[config.mk]
export PLATFORM = sky130hd
export DESIGN_NAME = demux_1_2
export DESIGN_NICKNAME = d
export VERILOG_FILES = /design/src/rtl/demux_1_2.sv
export SDC_FILE = /design/constraint.sdc
export NUM_CORES = 1
export LEC_CHECK = 0
export BUFFER_PORTS_ARGS = -buffer_cell sky130_fd_sc_hd__buf_2
export CORE_ASPECT_RATIO = 0.8
export CORE_MARGIN = 5
export CORE_UTILIZATION = 50
export DETAILED_ROUTE_END_ITERATION = 6
export PLACE_DENSITY = 0.86
export SLEW_MARGIN = 5
export SYNTH_ARGS = -nofsm -noshare
export SYNTH_HDL_FRONTEND = slang
export SYNTH_SLANG_ARGS = --single-unit
[constraint.sdc]
create_clock -name clk -period 2.8 [get_ports clk]
set_input_delay 0.14 -clock clk [delete_from_list [all_inputs] [get_ports clk]]
set_output_delay 0.14 -clock clk [all_outputs]
set_load 0.05 [all_outputs]
[src/rtl/demux_1_2.sv]
// 1-to-2 packet demultiplexer with one output register stage per destination.
// Optional per-destination accepted-beat counters are built when DEMUX_CNT_EN is defined.
module demux_1_2 #(
    parameter int WIDTH = 8
) (
    input  logic             clk,
    input  logic             rst_n,
    input  logic [WIDTH-1:0] in_data,
    input  logic             in_last,
    input  logic             in_sel,
    input  logic             in_valid,
    output logic             in_ready,
    output logic [WIDTH-1:0] out0_data,
    output logic             out0_last,
    output logic             out0_valid,
    input  logic             out0_ready,
    output logic [WIDTH-1:0] out1_data,
    output logic             out1_last,
    output logic             out1_valid,
    input  logic             out1_ready
`ifdef DEMUX_CNT_EN
    ,
    input  logic             cnt_clr,
    output logic [15:0]      cnt0,
    output logic [15:0]      cnt1
`endif
);

    typedef enum logic [1:0] {
        IDLE  = 2'd0,
        LOCK0 = 2'd1,
        LOCK1 = 2'd2
    } state_t;

    state_t r_state;
    state_t w_state_next;

    logic       w_tgt;
    logic       w_in_ready;
    logic       w_accept;
    logic [1:0] w_out_ready;
    logic [1:0] w_out_valid;
    logic [1:0] w_out_last;
    logic [1:0] w_load;
    logic [WIDTH-1:0] w_out_data [2];
`ifdef DEMUX_CNT_EN
    logic [15:0] w_cnt [2];
`endif

    assign w_out_ready[0] = out0_ready;
    assign w_out_ready[1] = out1_ready;

    // The header beat picks the destination; body beats follow the locked one.
    always_comb begin
        w_tgt = in_sel;
        case (r_state)
            IDLE:    w_tgt = in_sel;
            LOCK0:   w_tgt = 1'b0;
            LOCK1:   w_tgt = 1'b1;
            default: w_tgt = in_sel;
        endcase
    end

    assign w_in_ready = ~w_out_valid[w_tgt] | w_out_ready[w_tgt];
    assign w_accept   = in_valid & w_in_ready;
    assign in_ready   = w_in_ready;

    always_ff @(posedge clk or negedge rst_n) begin
        if (!rst_n) begin
            r_state <= IDLE;
        end else begin
            r_state <= w_state_next;
        end
    end

    always_comb begin
        w_state_next = r_state;
        case (r_state)
            IDLE: begin
                if (w_accept && !in_last) begin
                    w_state_next = in_sel ? LOCK1 : LOCK0;
                end
            end
            LOCK0, LOCK1: begin
                if (w_accept && in_last) begin
                    w_state_next = IDLE;
                end
            end
            default: w_state_next = IDLE;
        endcase
    end

    genvar gi;
    generate
        for (gi = 0; gi < 2; gi++) begin : g_dst
            logic             r_valid;
            logic             r_last;
            logic [WIDTH-1:0] r_data;

            assign w_load[gi] = w_accept & (w_tgt == (gi == 1));

            // A load wins over a drain, so a same-cycle drain+load keeps valid high.
            always_ff @(posedge clk or negedge rst_n) begin
                if (!rst_n) begin
                    r_valid <= 1'b0;
                    r_last  <= 1'b0;
                    r_data  <= '0;
                end else if (w_load[gi]) begin
                    r_valid <= 1'b1;
                    r_last  <= in_last;
                    r_data  <= in_data;
                end else if (w_out_ready[gi]) begin
                    r_valid <= 1'b0;
                end
            end

            assign w_out_valid[gi] = r_valid;
            assign w_out_last[gi]  = r_last;
            assign w_out_data[gi]  = r_data;

`ifdef DEMUX_CNT_EN
            logic [15:0] r_cnt;

            always_ff @(posedge clk or negedge rst_n) begin
                if (!rst_n) begin
                    r_cnt <= 16'd0;
                end else if (cnt_clr) begin
                    r_cnt <= 16'd0;
                end else if (w_load[gi]) begin
                    r_cnt <= r_cnt + 16'd1;
                end
            end

            assign w_cnt[gi] = r_cnt;
`endif
        end
    endgenerate

    assign out0_data  = w_out_data[0];
    assign out0_last  = w_out_last[0];
    assign out0_valid = w_out_valid[0];
    assign out1_data  = w_out_data[1];
    assign out1_last  = w_out_last[1];
    assign out1_valid = w_out_valid[1];

`ifdef DEMUX_CNT_EN
    assign cnt0 = w_cnt[0];
    assign cnt1 = w_cnt[1];
`endif

endmodule
==> results.json, run 1 <==
{
  "finalHoldViolations": 0,
  "status": "finished clean",
  "die_x_um": 60.0,
  "grt_setup_unrepaired": "no",
  "skew_ns": 0.00902,
  "max_freq_mhz": 457,
  "cts_root_buffer": "clkbuf_4",
  "cp.required_ns": 2.99,
  "relSlewSlack_pct": 55.8,
  "syn2layout_area_growth_pct": 24.0,
  "ios": 36,
  "drc": 0,
  "fin_util_pct": 65.6,
  "min_from": "in_data[3]",
  "grt_pass1_wl_um": 3440,
  "initial_utilization_pct": 52.9,
  "cts_made_buffers": 3,
  "post_cts_buffers": 0,
  "crit_path_end_kind": "flop",
  "ys_seq_elements": 22,
  "design.core.area_um2": 1890,
  "wirelength_um": 1970,
  "antenna_cells": 0,
  "r2r_start": "r_state[1]",
  "die_y_um": 50.0,
  "antenna_found_initial": 0,
  "grt_max_degree": 23,
  "place_congestion": 0.673,
  "drive_above_1_share_pct": 61.3,
  "path_clk_slew_ns": 0.12,
  "syn_area_um2": 1000,
  "grt-ovfl-total": 0,
  "clock_latency_ns": 0.30,
  "drv_slew": 0,
  "placed_cells": 125,
  "nNetsFinal": 124,
  "grt_pass1_vias": 747,
  "wl_per_cell_um": 15.1,
  "cts.sinks": 22,
  "clk_path_buf_depth": 2,
  "vias": 662,
  "avgSynthCellArea_um2": 14.9,
  "finalCriticalPeriod_ns": 2.19,
  "finalSetupTns_ns": 0,
  "drt-vias-per-instance": 5.09,
  "die_area_um2": 3000,
  "htree_num_levels": 1,
  "ys_warn_count": 0,
  "max_cap_viol_count": 0,
  "crit_path_max_fanout": 10,
  "fin_crit_sh_pct": 78.1,
  "instances_no_fill": 130,
  "hold_path_class": "input pin to flop",
  "syn_nets": 84,
  "drt_pre_antenna_iters": 4,
  "layout_commonest_cell": "buf_2",
  "final_cell_mix": "buf_2, dfrtp_1, mux2_4",
  "cts_tree": "yes",
  "postRouteAntennaNets": 0,
  "setup_viol": 0,
  "synthCells": 67,
  "final-seq-area_um2": 551,
  "arrival_ns": 2.38,
  "fill_cells": 151,
  "synth_cell_types": 20,
  "multi_input_area_um2": 432,
  "track_usage_pct": 15.1,
  "ys_seq_area_share_pct": 55.0,
  "crit_path_start_kind": "flop",
  "startpoint": "r_state[1]",
  "hold_ws_ns": 0.0754,
  "drt-initial-drc-count": 2,
  "tightest_slew_ns": 0.661,
  "worstSetupPathType": "flop to flop",
  "rows": 14,
  "port_buffers": 35
}
==> synth_stat cells <==
| cell | number | share of area (%) |
|---|---|---|
| mux2_2 | 9 | 10 |
| inv_1 | 2 | 0.75 |
| mux2i_1 | 1 | 1.0 |
| nand3_2 | 1 | 1.0 |
| mux2_4 | 10 | 15 |
| nand3b_1 | 1 | 0.75 |
| o21ai_0 | 1 | 0.50 |
| and2_4 | 1 | 0.88 |
| o211ai_2 | 1 | 1.2 |
| dfrtp_1 | 22 | 55 |
| mux2i_2 | 1 | 1.4 |
| nand4_1 | 2 | 1.2 |
| o211ai_1 | 1 | 0.75 |
| ha_1 | 2 | 2.5 |
| nor2_1 | 1 | 0.37 |
| nand2b_1 | 2 | 1.2 |
| buf_6 | 1 | 1.1 |
| o221ai_2 | 1 | 1.5 |
| and2b_2 | 2 | 1.8 |
| nand2_1 | 5 | 1.9 |
==> metal layers <==
layer / wire [µm] / up-vias / GRT usage [%] / share of wire [%]
met5: 0 / - / 0 / 0
met4: 0 / 0 / 1.11 / 0
met3: 108 / 0 / 4.96 / 5.5
met2: 1040 / 23 / 26.8 / 53
met1: 819 / 323 / 18.4 / 42
li1: - / 316 / - / -
==> registers in the layout (all words and copies together) (netlist names) <==
signal and cells:
out0_last 1, out1_valid 1, r_state 2, out0_data 8, out1_data 8, out1_last 1, out0_valid 1
==> critical path: stages (launching register included) <==
cell	delay (ns)
dfrtp_1	0.39
inv_1	0.08
ha_1	0.37
mux2i_2	0.33
nand3b_1	0.55
mux2_4	0.35
==> final timing paths <==
| check | to | slack, ns | cells after the start |
|---|---|---|---|
| worst min-delay path | out1_data[3] | 0.08 | 2 |
| worst max register to register | out1_data[5] | 0.61 | 5 |
| max in group asynchronous | out0_data[0] | 2.15 | 2 |
| worst min register to register | out0_data[0] | 0.52 | 1 |
| min in group asynchronous | out0_data[2] | 0.32 | 2 |
| worst max-delay path | out1_data[5] | 0.61 | 5 |
==> logic make-up (layout without fill, tap and decap cells) <==
group                      Yosys count  after routing  share of synthesized area (%)
DFF                                 22             22                           55.0
muxes                               21             21                           27.5
and+or+nand+nor                     15             15                           9.13
AOI/OAI and AO/OA                    4              4                           4.00
buffers and inverters                3             42                           1.88
adders and majority gates            2              2                           2.50
==> area by class of cell <==
class                           count  share of cell area [%]
Inverter                            2                   0.605
Clock buffer                        4                    2.92
Sequential cell                    22                    44.4
Multi-Input combinational cell     42                    34.8
Timing Repair Buffer               36                    14.9
Tap cell                           24                    2.42
==> timing repair <==
item | CTS | global route
resized for setup | 0 | 0
hold endpoints to repair | 22 | 0
hold buffers | 1 | 0
==> through the flow <==
stage | area (µm²) | setup WS (ns)
final | 1240 | 0.613
after floorplan | 1000 | 0.961
after global routing | 1240 | 0.493
after CTS | 1240 | 0.614
after detailed placement | 1190 | 0.634
after global placement | 1190 | 0.725
Power of run 1 is left out: the tool's default activity adds up to more than one toggle a clock period on the data nets, which glitch-free logic cannot reach.
==> inputs of run 2 (changes only) <==
--- a/config.mk
+++ b/config.mk
@@ -8,9 +8,9 @@
 export BUFFER_PORTS_ARGS = -buffer_cell sky130_fd_sc_hd__buf_2
 export CORE_ASPECT_RATIO = 0.8
 export CORE_MARGIN = 5
-export CORE_UTILIZATION = 50
+export CORE_UTILIZATION = 43
 export DETAILED_ROUTE_END_ITERATION = 6
-export PLACE_DENSITY = 0.86
+export PLACE_DENSITY = 0.8
 export SLEW_MARGIN = 5
 export SYNTH_ARGS = -nofsm -noshare
 export SYNTH_HDL_FRONTEND = slang
==> constraint.sdc (replaced) <==
create_clock -name clk -period 1.8 [get_ports clk]
set_input_delay 0.09 -clock clk [delete_from_list [all_inputs] [get_ports clk]]
set_output_delay 0.09 -clock clk [all_outputs]
set_load 0.05 [all_outputs]
==> run 2 against run 1 <==
  * The flow now finishes with violations (setup timing)
  * Cell count rose by 8.5%
  * Global-route usage down 0.98 points
  * Setup slack lost 0.72 ns
  * Worst hold slack worse by 0.056 ns
  * Critical path type unchanged
  * Critical endpoint is now out1_data[7]
  * Highest routed layer is now met4
==> results.json, run 2 (synthesis results as in run 1) <==
{
  "layout_commonest_cell": "buf_2",
  "r2r_start": "r_state[0]",
  "r2r_setup_slack_ns": -0.11,
  "wl_per_cell_um": 15.8,
  "nNetsFinal": 134,
  "setup_viol": 19,
  "die_y_um": 53.2,
  "ios": 36,
  "max_freq_mhz": 523,
  "grt_max_degree": 23,
  "drt_pre_antenna_iters": 3,
  "drt-initial-drc-count": 11,
  "path_clk_slew_ns": 0.11,
  "htree_num_levels": 1,
  "rows": 15,
  "die_area_um2": 3400,
  "drive_above_1_share_pct": 67.2,
  "cpMaxStageDelayCell": "dfrtp_1",
  "cts_root_buffer": "clkbuf_4",
  "clk_path_buf_depth": 2,
  "startpoint": "r_state[0]",
  "r2r_end": "out1_data[7]",
  "vias": 717,
  "wirelength_um": 2230,
  "relSlewSlack_pct": 67.2,
  "cp_num_buf_inv": 3,
  "grt_pass1_wl_um": 3620,
  "dpl_cell_area_um2": 1240,
  "cp_num_cells": 7,
  "final_cell_mix": "buf_2, dfrtp_1, mux2_4",
  "die_x_um": 63.9,
  "crit_path_max_fanout": 4,
  "arrival_ns": 2.11,
  "violations": "setup timing",
  "cts_made_buffers": 3,
  "status": "finished, violations left",
  "cts.sinks": 22,
  "drc": 0,
  "finalCriticalPeriod_ns": 1.91,
  "postRouteAntennaNets": 0,
  "hold_ws_ns": 0.0199,
  "cp_top_family": "multiplexers",
  "r2r_cells": 7,
  "fill_cells": 188,
  "syn2layout_area_growth_pct": 35.9,
  "grt_setup_unrepaired": "yes",
  "place_congestion": 0.731,
  "clock_latency_ns": 0.30,
  "antenna_cells": 0,
  "layout_setup_ws_ns": -0.111,
  "cp.required_ns": 2.00,
  "drv_slew": 0,
  "fin_area_um2": 1360,
  "fin_crit_sh_pct": 106,
  "crit_end": "out1_data[7]",
  "tightest_slew_ns": 0.492,
  "finalHoldViolations": 0,
  "cts_tree": "yes",
  "antenna_found_initial": 0,
  "crit_path_start_kind": "flop",
  "worstSetupPathType": "flop to flop",
  "grt-ovfl-total": 0,
  "drt-vias-per-instance": 5.09,
  "cp_cell_sequence": "inv_2, ha_4, mux2i_4, buf_4, nand3b_1, buf_6, mux2_4",
  "port_buffers": 35,
  "grt_pass1_vias": 761,
  "place_hpwl_um": 1610,
  "design.core.area_um2": 2200,
  "max_cap_viol_count": 0,
  "track_usage_pct": 14.2,
  "slowest_delay_ns": 0.39,
  "skew_ns": 0.00348,
  "initial_utilization_pct": 45.6,
  "hold_path_class": "input pin to flop",
  "crit_path_end_kind": "flop"
}
run 2: cell count changes in the layout (fill, tap and decap cells not counted), sizes merged:
cell and change:
buf +10
run 2: timing repair:
action | in CTS | in global routing
endpoints found under the hold margin | 22 | 0
resized for setup | 8 | 1
pin swaps | 1 | 2
gates cloned | 0 | 0
setup endpoints to repair | 21 | 22
hold buffers | 1 | 0
setup buffers | 5 | 1
run 2: final cells by class:
cell class                      instances  area, µm²  area share, %
Clock buffer                            4       36.3           2.67
Inverter                                2       7.51          0.552
Multi-Input combinational cell         42        453           33.3
Sequential cell                        22        551           40.5
Tap cell                               25       31.3           2.30
Timing Repair Buffer                   46        282           20.7
run 2: routing by layer:
layer / global-route usage, % / vias to the layer above / share of wire, %
met2: 22.9 / 20 / 50
met5: 0 / - / 0
met3: 5.10 / 5 / 5.7
met1: 17.2 / 355 / 43
li1: - / 337 / -
met4: 5.54 / 0 / 1.3
run 2: per-stage QoR:
step	instances	util [%]	TNS [ns]	setup WS [ns]
after detailed placement	130	56.4	-0.619	-0.0511
after floorplan	67	-	0	0.0173
after global placement	130	56.4	0	0.0357
after global routing	141	61.9	-2.08	-0.133
after CTS	140	61.4	-0.485	-0.0565
final	141	61.9	-1.31	-0.111
run 2: how the worst min path moves through the flow:
stage | start | endpoint | slack, ns | cells past startpoint
floorplan | rst_n | out0_data[0] | -0.21 | 0
global placement | rst_n | out1_data[1] | 0.08 | 1
detailed placement | rst_n | out0_valid | 0.08 | 1
CTS | in_data[3] | out1_data[3] | 0.01 | 2
global route | in_data[7] | out1_data[7] | 0.005 | 2
finish | in_data[3] | out1_data[3] | 0.02 | 2
Power of run 2 is left out for the same reason.
